[config.mk]
export PLATFORM = sky130hd
export DESIGN_NAME = player_motion_ctrl_flat
export DESIGN_NICKNAME = d
export VERILOG_FILES = /design/src/rtl/game_pkg.sv /design/src/rtl/player_motion_ctrl_if.sv /design/src/rtl/player_motion_ctrl.sv /design/src/flat_wrapper.sv
export SDC_FILE = /design/constraint.sdc
export NUM_CORES = 1
export LEC_CHECK = 0
export CORE_MARGIN = 3
export CORE_UTILIZATION = 45
export DETAILED_ROUTE_END_ITERATION = 7
export SYNTH_ARGS = -nofsm -noshare
export SYNTH_HDL_FRONTEND = slang
export SYNTH_SLANG_ARGS = --single-unit
[constraint.sdc]
create_clock -name sys_clk -period 4.07 [get_ports sys_clk]
set_clock_uncertainty 0.15 [all_clocks]
set_input_delay 0.407 -clock sys_clk [delete_from_list [all_inputs] [get_ports sys_clk]]
set_output_delay 0.407 -clock sys_clk [all_outputs]
set_load 0.05 [all_outputs]
[src/rtl/game_pkg.sv]
// Shared definitions for the jump game player path.
//   - motion_state_t : player motion state encoding (IDLE..FALL)
//   - hdir_t         : airborne horizontal direction, two's-complement -1/0/+1
//   - geometry and physics constants, in both unsigned 10-bit form (for
//     registers) and signed 11-bit form (for pre-clamp arithmetic)
//   - clamp_x / out_of_x : horizontal range helpers
package game_pkg;

    typedef enum logic [2:0] {
        ST_IDLE   = 3'd0,
        ST_WALK   = 3'd1,
        ST_CHARGE = 3'd2,
        ST_RISE   = 3'd3,
        ST_FALL   = 3'd4
    } motion_state_t;

    // Encoded as a 2-bit two's-complement step direction.
    typedef enum logic [1:0] {
        HDIR_NONE  = 2'b00,
        HDIR_RIGHT = 2'b01,
        HDIR_LEFT  = 2'b11
    } hdir_t;

    localparam int SCREEN_W = 640;
    localparam int PLAYER_W = 16;
    localparam int PLAYER_H = 16;
    localparam int GROUND_Y = 448;

    localparam logic [9:0] X_INIT     = 10'd312;
    localparam logic [9:0] X_MAX      = 10'(SCREEN_W - PLAYER_W);  // 624
    localparam logic [9:0] GROUND_TOP = 10'(GROUND_Y - PLAYER_H);  // 432
    localparam logic [4:0] CHARGE_MAX = 5'd31;
    localparam logic [5:0] GRAVITY    = 6'd1;
    localparam logic [5:0] VY_MAX     = 6'd16;

    localparam logic signed [10:0] WALK_STEP_S  = 11'sd2;
    localparam logic signed [10:0] X_MAX_S      = 11'sd624;
    localparam logic signed [10:0] GROUND_TOP_S = 11'sd432;

    function automatic logic out_of_x(input logic signed [10:0] v);
        return (v < 11'sd0) || (v > X_MAX_S);
    endfunction

    function automatic logic [9:0] clamp_x(input logic signed [10:0] v);
        if (v < 11'sd0) begin
            return 10'd0;
        end else if (v > X_MAX_S) begin
            return X_MAX;
        end
        return v[9:0];
    endfunction

endpackage

[src/rtl/player_motion_ctrl_if.sv]
// Player control bundle between the input/frame logic and the motion
// sequencer, and from the sequencer to the sprite renderer.
//   inputs  : left_btn, right_btn, jump_btn (debounced levels), frame_tick
//   outputs : pos_x, pos_y, facing, state, charge, on_ground
// There is no handshake: buttons are levels and frame_tick is a single
// cycle qualifier; the outputs are registered and hold between ticks.
// master = side driving buttons/tick and consuming position,
// slave  = the motion sequencer.
interface player_motion_ctrl_if;
    logic       left_btn;
    logic       right_btn;
    logic       jump_btn;
    logic       frame_tick;
    logic [9:0] pos_x;
    logic [9:0] pos_y;
    logic       facing;
    logic [2:0] state;
    logic [4:0] charge;
    logic       on_ground;

    modport master (
        output left_btn, right_btn, jump_btn, frame_tick,
        input  pos_x, pos_y, facing, state, charge, on_ground
    );

    modport slave (
        input  left_btn, right_btn, jump_btn, frame_tick,
        output pos_x, pos_y, facing, state, charge, on_ground
    );
endinterface

[src/rtl/player_motion_ctrl.sv]
// player_motion_ctrl: per-frame player movement sequencer.
//   sys_clk, sys_rst_n : clock, asynchronous active-low reset
//   bus (slave)        : buttons + frame_tick in; pos_x, pos_y, facing,
//                        state, charge, on_ground out (all registered)
// Everything advances only on frame_tick cycles. The FSM state is visible
// directly on bus.state for debug and rendering.
module player_motion_ctrl
    import game_pkg::*;
(
    input  logic                  sys_clk,
    input  logic                  sys_rst_n,
    player_motion_ctrl_if.slave   bus
);
    motion_state_t state_q;
    hdir_t         hdir_q;
    logic [9:0]    pos_x_q;
    logic [9:0]    pos_y_q;
    logic          facing_q;
    logic [4:0]    charge_q;
    logic [5:0]    vy_q;
    logic          on_ground_q;

    logic                 one_dir;
    logic signed [10:0]   x_s;
    logic signed [10:0]   y_s;
    logic signed [10:0]   vy_s;
    logic signed [10:0]   walk_x_raw;
    logic signed [10:0]   air_x_raw;
    logic signed [10:0]   rise_y_raw;
    logic signed [10:0]   fall_y_raw;
    logic [9:0]           walk_x;
    logic [9:0]           air_x;
    logic                 air_bounce;
    hdir_t                hdir_flip;
    hdir_t                hdir_release;
    logic [5:0]           vy_fall_next;

    // Pre-clamp arithmetic is done in 11-bit signed so stepping past either
    // edge (or above row 0) is seen as out of range rather than wrapping.
    always_comb begin
        one_dir    = bus.left_btn ^ bus.right_btn;
        x_s        = signed'({1'b0, pos_x_q});
        y_s        = signed'({1'b0, pos_y_q});
        vy_s       = signed'({5'b0, vy_q});
        walk_x_raw = bus.right_btn ? (x_s + WALK_STEP_S) : (x_s - WALK_STEP_S);
        walk_x     = clamp_x(walk_x_raw);

        air_x_raw = x_s;
        hdir_flip = HDIR_NONE;
        case (hdir_q)
            HDIR_RIGHT: begin
                air_x_raw = x_s + WALK_STEP_S;
                hdir_flip = HDIR_LEFT;
            end
            HDIR_LEFT: begin
                air_x_raw = x_s - WALK_STEP_S;
                hdir_flip = HDIR_RIGHT;
            end
            default: begin
                air_x_raw = x_s;
                hdir_flip = HDIR_NONE;
            end
        endcase
        air_x      = clamp_x(air_x_raw);
        air_bounce = out_of_x(air_x_raw);

        hdir_release = HDIR_NONE;
        if (one_dir) begin
            hdir_release = bus.right_btn ? HDIR_RIGHT : HDIR_LEFT;
        end

        rise_y_raw   = y_s - vy_s;
        fall_y_raw   = y_s + vy_s;
        vy_fall_next = ((vy_q + GRAVITY) > VY_MAX) ? VY_MAX : (vy_q + GRAVITY);
    end

    always_ff @(posedge sys_clk or negedge sys_rst_n) begin
        if (!sys_rst_n) begin
            state_q     <= ST_IDLE;
            hdir_q      <= HDIR_NONE;
            pos_x_q     <= X_INIT;
            pos_y_q     <= GROUND_TOP;
            facing_q    <= 1'b1;
            charge_q    <= 5'd0;
            vy_q        <= 6'd0;
            on_ground_q <= 1'b1;
        end else if (bus.frame_tick) begin
            case (state_q)
                ST_IDLE, ST_WALK: begin
                    on_ground_q <= 1'b1;
                    if (bus.jump_btn) begin
                        // Jump wins over walking; x stays put this frame.
                        state_q  <= ST_CHARGE;
                        charge_q <= 5'd0;
                    end else if (one_dir) begin
                        state_q  <= ST_WALK;
                        pos_x_q  <= walk_x;
                        facing_q <= bus.right_btn;
                    end else begin
                        state_q <= ST_IDLE;
                    end
                end

                ST_CHARGE: begin
                    if (one_dir) begin
                        facing_q <= bus.right_btn;
                    end
                    if (bus.jump_btn) begin
                        if (charge_q != CHARGE_MAX) begin
                            charge_q <= charge_q + 5'd1;
                        end
                    end else begin
                        state_q     <= ST_RISE;
                        on_ground_q <= 1'b0;
                        vy_q        <= {1'b0, charge_q} + 6'd1;
                        charge_q    <= 5'd0;
                        hdir_q      <= hdir_release;
                    end
                end

                ST_RISE, ST_FALL: begin
                    pos_x_q <= air_x;
                    if (air_bounce) begin
                        hdir_q   <= hdir_flip;
                        facing_q <= (hdir_flip == HDIR_RIGHT);
                    end
                    if (state_q == ST_RISE) begin
                        if (rise_y_raw <= 11'sd0) begin
                            // Hit the top of the screen: stop rising at once.
                            pos_y_q <= 10'd0;
                            vy_q    <= 6'd0;
                            state_q <= ST_FALL;
                        end else begin
                            pos_y_q <= rise_y_raw[9:0];
                            if (vy_q <= GRAVITY) begin
                                vy_q    <= 6'd0;
                                state_q <= ST_FALL;
                            end else begin
                                vy_q <= vy_q - GRAVITY;
                            end
                        end
                    end else begin
                        if (fall_y_raw >= GROUND_TOP_S) begin
                            // Landing overrides any bounce on the same frame.
                            pos_y_q     <= GROUND_TOP;
                            state_q     <= ST_IDLE;
                            on_ground_q <= 1'b1;
                            vy_q        <= 6'd0;
                            hdir_q      <= HDIR_NONE;
                        end else begin
                            pos_y_q <= fall_y_raw[9:0];
                            vy_q    <= vy_fall_next;
                        end
                    end
                end

                default: begin
                    state_q     <= ST_IDLE;
                    on_ground_q <= 1'b1;
                end
            endcase
        end
    end

    assign bus.pos_x     = pos_x_q;
    assign bus.pos_y     = pos_y_q;
    assign bus.facing    = facing_q;
    assign bus.state     = state_q;
    assign bus.charge    = charge_q;
    assign bus.on_ground = on_ground_q;

endmodule

[src/flat_wrapper.sv]
// flat-port wrapper written by rule: the top's interface ports become plain ports
module player_motion_ctrl_flat import game_pkg::*;
  (sys_clk, sys_rst_n, bus_left_btn, bus_right_btn, bus_jump_btn, bus_frame_tick, bus_pos_x, bus_pos_y, bus_facing, bus_state, bus_charge, bus_on_ground);
  player_motion_ctrl_if bus_i ();
  input  logic sys_clk;
  input  logic sys_rst_n;
  input wire logic [$bits(bus_i.left_btn)-1:0] bus_left_btn;
  input wire logic [$bits(bus_i.right_btn)-1:0] bus_right_btn;
  input wire logic [$bits(bus_i.jump_btn)-1:0] bus_jump_btn;
  input wire logic [$bits(bus_i.frame_tick)-1:0] bus_frame_tick;
  output wire logic [$bits(bus_i.pos_x)-1:0] bus_pos_x;
  output wire logic [$bits(bus_i.pos_y)-1:0] bus_pos_y;
  output wire logic [$bits(bus_i.facing)-1:0] bus_facing;
  output wire logic [$bits(bus_i.state)-1:0] bus_state;
  output wire logic [$bits(bus_i.charge)-1:0] bus_charge;
  output wire logic [$bits(bus_i.on_ground)-1:0] bus_on_ground;
  assign bus_i.left_btn = bus_left_btn;
  assign bus_i.right_btn = bus_right_btn;
  assign bus_i.jump_btn = bus_jump_btn;
  assign bus_i.frame_tick = bus_frame_tick;
  assign bus_pos_x = bus_i.pos_x;
  assign bus_pos_y = bus_i.pos_y;
  assign bus_facing = bus_i.facing;
  assign bus_state = bus_i.state;
  assign bus_charge = bus_i.charge;
  assign bus_on_ground = bus_i.on_ground;
  player_motion_ctrl u_core (.sys_clk(sys_clk), .sys_rst_n(sys_rst_n), .bus(bus_i));
endmodule
==> flow_summary.toml, run 1 <==
[sta]
rsz0062_at_grt = "no"
max_slew_margin_pct = 39.03
finalHoldViolCount = 0
fin_tns_setup_ns = 0
fin_crit_ns = 3.763
fmaxAchievable_mhz = 265.8
fin_crit_sh_pct = 92.45
setup_viol = 0
maxSlewViolCount = 0
tightest_slew_ns = 0.9146

[worst_setup_path]
reg2reg_from = "u_core.vy_q[4]"
max_stage_delay_ns = 0.53
startpoint_type = "register"
timing.rr.end = "u_core.hdir_q[0]"
crit_chain = "inv_1, ha_1, or2_2, a211o_1, mux2i_1, or3b_1, a32o_1, a21oi_1, o211ai_1, a32o_1"
cp_slowest_cell = "a21oi_1"
required_ns = 4.11
endpoint = "u_core.hdir_q[0]"
worstPathMaxFanout = 12
crit_arrival_ns = 3.80
critPathLaunch = "u_core.vy_q[4]"
rr_worst_depth = 10
path_common_cell = "a32o_1"
endpoint_kind = "register"
critPathKind = "register to register"
r2r_slack_ns = 0.31

[synth]
synth-edff-count = 0
ys_warn_count = 0
synth.top_cell.area_share_pct = 17.29
syn_area_per_cell_sq_um = 7.740
synth_top_area_cell = "dfrtp_1"
synth_area_leaders = "dfrtp_1 (17%), dfstp_2 (6.7%), ha_1 (6.7%)"
mappedNetlistArea_sq_um = 3909
ys_ff_latch = 37
synth_ff_type = "dfrtp_1"
syn-num-nets = 534
synth.distinct_cells = 74
synth-async-reset-ratio_pct = 100.0
syn_inst = 505
seq_area_frac_synth_pct = 24.01

[floorplan]
die_h_microns = 99.20
start_util_pct = 46.86
die_w_microns = 99.20
fp.coreArea_sq_um = 8341
die-area_sq_um = 9841
num_rows = 33
io_pins = 36

[route]
dr.pass1.iters = 5
m1WireLength_microns = 5473
drt_iter0_markers = 278
ant_nets = 0
via_count = 3976
routed_wl_microns = 11780
routed-wl-met2_microns = 5433
drc = 0
highest-signal-layer = "met4"
vias_per_cell = 6.311
wl_met3_microns = 702
wl_per_cell_microns = 18.70

[finish]
antenna_cells = 0
layout_common_cells = "nand2_1 (41), nor2_1 (38), clkdlybuf4s50_1 (33)"
final_cell_count_no_fill = 630
final_common_cell = "nand2_1"
drive_gt1_share_pct = 8.762
nNetsFinal = 553
fillers = 817
syn_to_final_growth_pct = 14.02

[hold_path]
min_path_type = "primary input to asynchronous set/reset pin"

[global_routing]
grt_overflow = 0
antenna_found_initial = 0
grt_max_degree = 38
grt_first_pass_wirelength_microns = 19190
grt_pass1_vias = 3685
grt_usage_pct = 23.85

[outcome]
outcome = "complete, no violations"

[clock_tree]
root_buffer = "clkbuf_8"
cts_setup_buffers = 0
cts_resized = 0
cts_tree = "built"
clk_pin_slew_ns = 0.09
hold_buffers = 0
cts.sinks = 37
cts_buffers = 5
cts_max_level = 2
clk_latency_ns = 0.30
cts.path.max_buffers = 2

[placement]
dp_cells = 622
place_hpwl_microns = 8663
routabilityCongestion = 0.9240
place.port_buffers = 34

[job]
maxCapViolations = 0
==> worst min path at each step <==
| stage | start | end | slack [ns] | depth (start not counted) |
|---|---|---|---|---|
| final | sys_rst_n | u_core.vy_q[1] | 0.09 | 1 |
| after global routing | sys_rst_n | u_core.vy_q[0] | 0.15 | 1 |
| after CTS | sys_rst_n | u_core.bus.pos_y[3] | 0.12 | 1 |
| after detailed placement | u_core.bus.on_ground | u_core.bus.on_ground | 0.36 | 2 |
| after global placement | u_core.bus.on_ground | u_core.bus.on_ground | 0.35 | 2 |
| after floorplan | sys_rst_n | u_core.bus.charge[0] | -0.04 | 0 |
==> cell families (layout without fill, tap and decap cells) <==
kind of cell | after synthesis | after routing | share of synthesized area, %
and+or+nand+nor | 199 | 199 | 26.89
adders and majority gates | 23 | 23 | 7.746
xor gates and xnor gates | 28 | 28 | 6.466
DFF | 37 | 37 | 24.01
buffers and inverters | 57 | 77 | 5.858
other | 1 | 1 | 0.09594
muxes | 3 | 3 | 0.7683
AOI/OAI and AO/OA | 157 | 157 | 28.17
==> Yosys cell counts, types with 3 or more instances <==
cell / count
nor2b_1: 6
and4_1: 3
o2bb2ai_1: 3
dfstp_2: 10
a41oi_1: 3
a21oi_1: 29
a221oi_1: 4
buf_2: 3
dfrtp_1: 27
and2_1: 6
a32o_1: 3
xnor2_1: 18
nand3_1: 18
or2_2: 5
a31oi_1: 9
o32ai_1: 3
a211o_1: 3
nand2_1: 41
nor2_1: 38
ha_1: 21
o211ai_1: 5
a21bo_2: 4
nor3_1: 19
inv_1: 25
and3_1: 7
mux2i_1: 3
clkbuf_1: 24
o22ai_1: 4
o21ai_0: 32
nor4_1: 5
xor2_1: 9
a221o_1: 4
nor4b_1: 3
o31ai_1: 5
a22oi_1: 6
o221ai_1: 5
nand2b_1: 14
or4_1: 5
a21o_1: 8
or3_1: 13
nand4_1: 6
==> metal layers <==
metal | global-route usage [%] | vias to the layer above
li1 | - | 1914
met1 | 33.83 | 1912
met2 | 37.60 | 135
met3 | 4.488 | 15
met4 | 5.777 | 0
met5 | 0 | -
==> final cells by class <==
type	instances	area (sq um)	area share [%]
Timing Repair Buffer	43	402.9	9.040
Inverter	26	97.59	2.190
Sequential cell	37	938.4	21.06
Multi-Input combinational cell	411	2749	61.68
Clock buffer	5	68.82	1.544
Clock inverter	3	68.82	1.544
Tap cell	105	131.4	2.948
==> metrics by stage <==
| step | instance area (sq um) | hold WS [ns] | worst slack (ns) | utilization (%) |
|---|---|---|---|---|
| 3_3_place_gp | 4319 | 0.3480 | 0.5033 | 51.79 |
| 4_1_cts | 4457 | 0.1154 | 0.3850 | 53.44 |
| 5_1_grt | 4457 | 0.1469 | 0.08267 | 53.44 |
| 6_report | 4457 | 0.09119 | 0.3075 | 53.44 |
| 3_5_place_dp | 4319 | 0.3567 | 0.4044 | 51.79 |
| 2_1_floorplan | 3909 | -0.03859 | 0.6311 | - |
==> flip-flops by register name, indices dropped and copies added (netlist names) <==
register and count:
u_core.bus.state 3, u_core.bus.pos_y 10, u_core.hdir_q 2, u_core.bus.facing 1, u_core.bus.charge 5, u_core.vy_q 6
u_core.bus.on_ground 1, u_core.bus.pos_x 9
==> critical path: cells and delay by family (launching register included) <==
kind	cells	cell delay, ns
simple gates	2	0.75
mux	1	0.14
buf+inv	1	0.13
flops	1	0.52
compound gates	5	1.51
fa+ha+maj	1	0.45
Power of run 1 is not shown: default switching activity piles up to over one toggle a cycle in this logic, so the estimate is an artifact.
==> run 2, diff against run 1 <==
- CORE_MARGIN: 3 -> unset
- SKIP_LAST_GASP: unset -> 1
==> run 2 against run 1 <==
- hold slack lost 0.0083 ns
- register-to-register slack gained 0.07 ns
- sequential share of layout area is the same
- die area shrank 7.9%
- critical path depth is the same
- setup slack gained 0.071 ns
- critical path type unchanged
- final area is the same
==> flow_summary.toml, run 2 (synthesis gave the netlist of run 1 again) <==
[pwr]
power_mw = 4.390
clkPwrFrac_pct = 9.2
combinationalPowerShare_pct = 71.0
swShare_pct = 55.19
p_per_area_nw_per_um2 = 984.9
netSwitchingPower_mw = 2.422
peakVddDrop_mv = 0.4865
p_leak_nw = 1.744
p_int_mw = 1.967
p_seq_share_pct = 19.8

[finish]
largest_reg_flops = 10
final_cell_area_sq_um = 4457
final_common_cell = "nand2_1"
final_cell_count_no_fill = 630
nNetsFinal = 553
antenna_cells = 0
drive_gt1_share_pct = 8.762
layout_common_cells = "nand2_1 (41), nor2_1 (38), clkdlybuf4s50_1 (33)"
syn_to_final_growth_pct = 14.02

[sta]
finalHoldViolCount = 0
hold_ws_ns = 0.08290
fin_tns_setup_ns = 0
max_slew_margin_pct = 39.99
rsz0062_at_grt = "no"
setup_viol = 0
fmaxAchievable_mhz = 270.9
maxSlewViolCount = 0
fin_crit_ns = 3.692
tightest_slew_ns = 0.9001
fin_crit_sh_pct = 90.71

[clock_tree]
cts_max_level = 2
cts_setup_buffers = 0
cts_buffers = 5
cts.sinks = 37
cts_resized = 0
hold_buffers = 0
clk_pin_slew_ns = 0.10
clk_latency_ns = 0.30
cts.path.max_buffers = 2
cts_tree = "built"
root_buffer = "clkbuf_8"

[placement]
dp_cells = 622
place_hpwl_microns = 8529
place.port_buffers = 34
place_area_sq_um = 4319
routabilityCongestion = 0.9567

[route]
wl_met3_microns = 692
m1WireLength_microns = 5264
vias_per_cell = 6.351
routed_wl_microns = 11460
drc = 0
highest-signal-layer = "met4"
via_count = 4001
dr.pass1.iters = 5
drt_iter0_markers = 288
routed-wl-met2_microns = 5237
ant_nets = 0
wl_per_cell_microns = 18.19

[floorplan]
io_pins = 36
fp.coreArea_sq_um = 8299
num_rows = 33
die_w_microns = 95.20
die_h_microns = 95.20
start_util_pct = 47.10
die-area_sq_um = 9063

[outcome]
outcome = "complete, no violations"

[global_routing]
grt_max_degree = 38
grt_usage_pct = 26.82
grt_first_pass_wirelength_microns = 18840
antenna_found_initial = 0
grt_pass1_vias = 3744
grt_overflow = 0

[worst_setup_path]
crit_arrival_ns = 3.74
worstPathMaxFanout = 11
critPathKind = "register to register"
endpoint_kind = "register"
required_ns = 4.12
startpoint_type = "register"

[job]
maxCapViolations = 0

[hold_path]
min_path_type = "primary input to asynchronous set/reset pin"
-- run 2: per-layer routing --
metal	vias to the layer above	global-route usage [%]
met1	1898	37.59
met3	20	3.110
met5	-	0
met2	166	41.85
li1	1917	-
met4	0	10.48
-- run 2: worst paths after layout --
check / start / to / slack, ns / cells past startpoint
max in group asynchronous: sys_rst_n / u_core.bus.pos_x[7] / 3.12 / 1
max: u_core.vy_q[5] / u_core.vy_q[3] / 0.38 / 10
max reg2reg: u_core.vy_q[5] / u_core.vy_q[3] / 0.38 / 10
min in group sys_clk: u_core.bus.on_ground / u_core.bus.on_ground / 0.37 / 2
min reg2reg: u_core.bus.on_ground / u_core.bus.on_ground / 0.37 / 2
min: sys_rst_n / u_core.vy_q[5] / 0.08 / 1
-- run 2: final cells by class --
cell class	count	area, sq um
clock buffer	5	68.82
tap	105	131.4
fill	822	3842
sequential	37	938.4
multi-input combinational	411	2749
timing repair buffer	43	402.9
clock inverter	3	68.82
inverter	26	97.59
-- run 2: worst max-delay path, stage by stage, from the launching register on --
cell,delay (ns)
dfrtp_1,0.48
inv_1,0.13
ha_1,0.50
inv_1,0.15
a21oi_1,0.37
nand3_1,0.22
or3b_1,0.39
a32o_1,0.27
a21o_1,0.30
a221o_1,0.36
a32o_1,0.25
-- run 2: power groups by stage --
| stage | registers (mW) | clock network [mW] | logic [mW] |
|---|---|---|---|
| floorplan | 1.06 | 0 | 2.00 |
| global placement | 0.867 | 0 | 3.06 |
| detailed placement | 0.868 | 0 | 3.07 |
| CTS | 0.861 | 0.411 | 3.08 |
| global route | 0.907 | 0.426 | 3.39 |
| finish | 0.868 | 0.403 | 3.12 |
-- run 2: metrics by stage --
stage / util, % / setup slack [ns]
2_1_floorplan: - / 0.6311
3_3_place_gp: 52.04 / 0.5786
3_5_place_dp: 52.04 / 0.4456
4_1_cts: 53.70 / 0.4185
5_1_grt: 53.70 / 0.1181
6_report: 53.70 / 0.3783
Power figures use the tool's default switching activity.
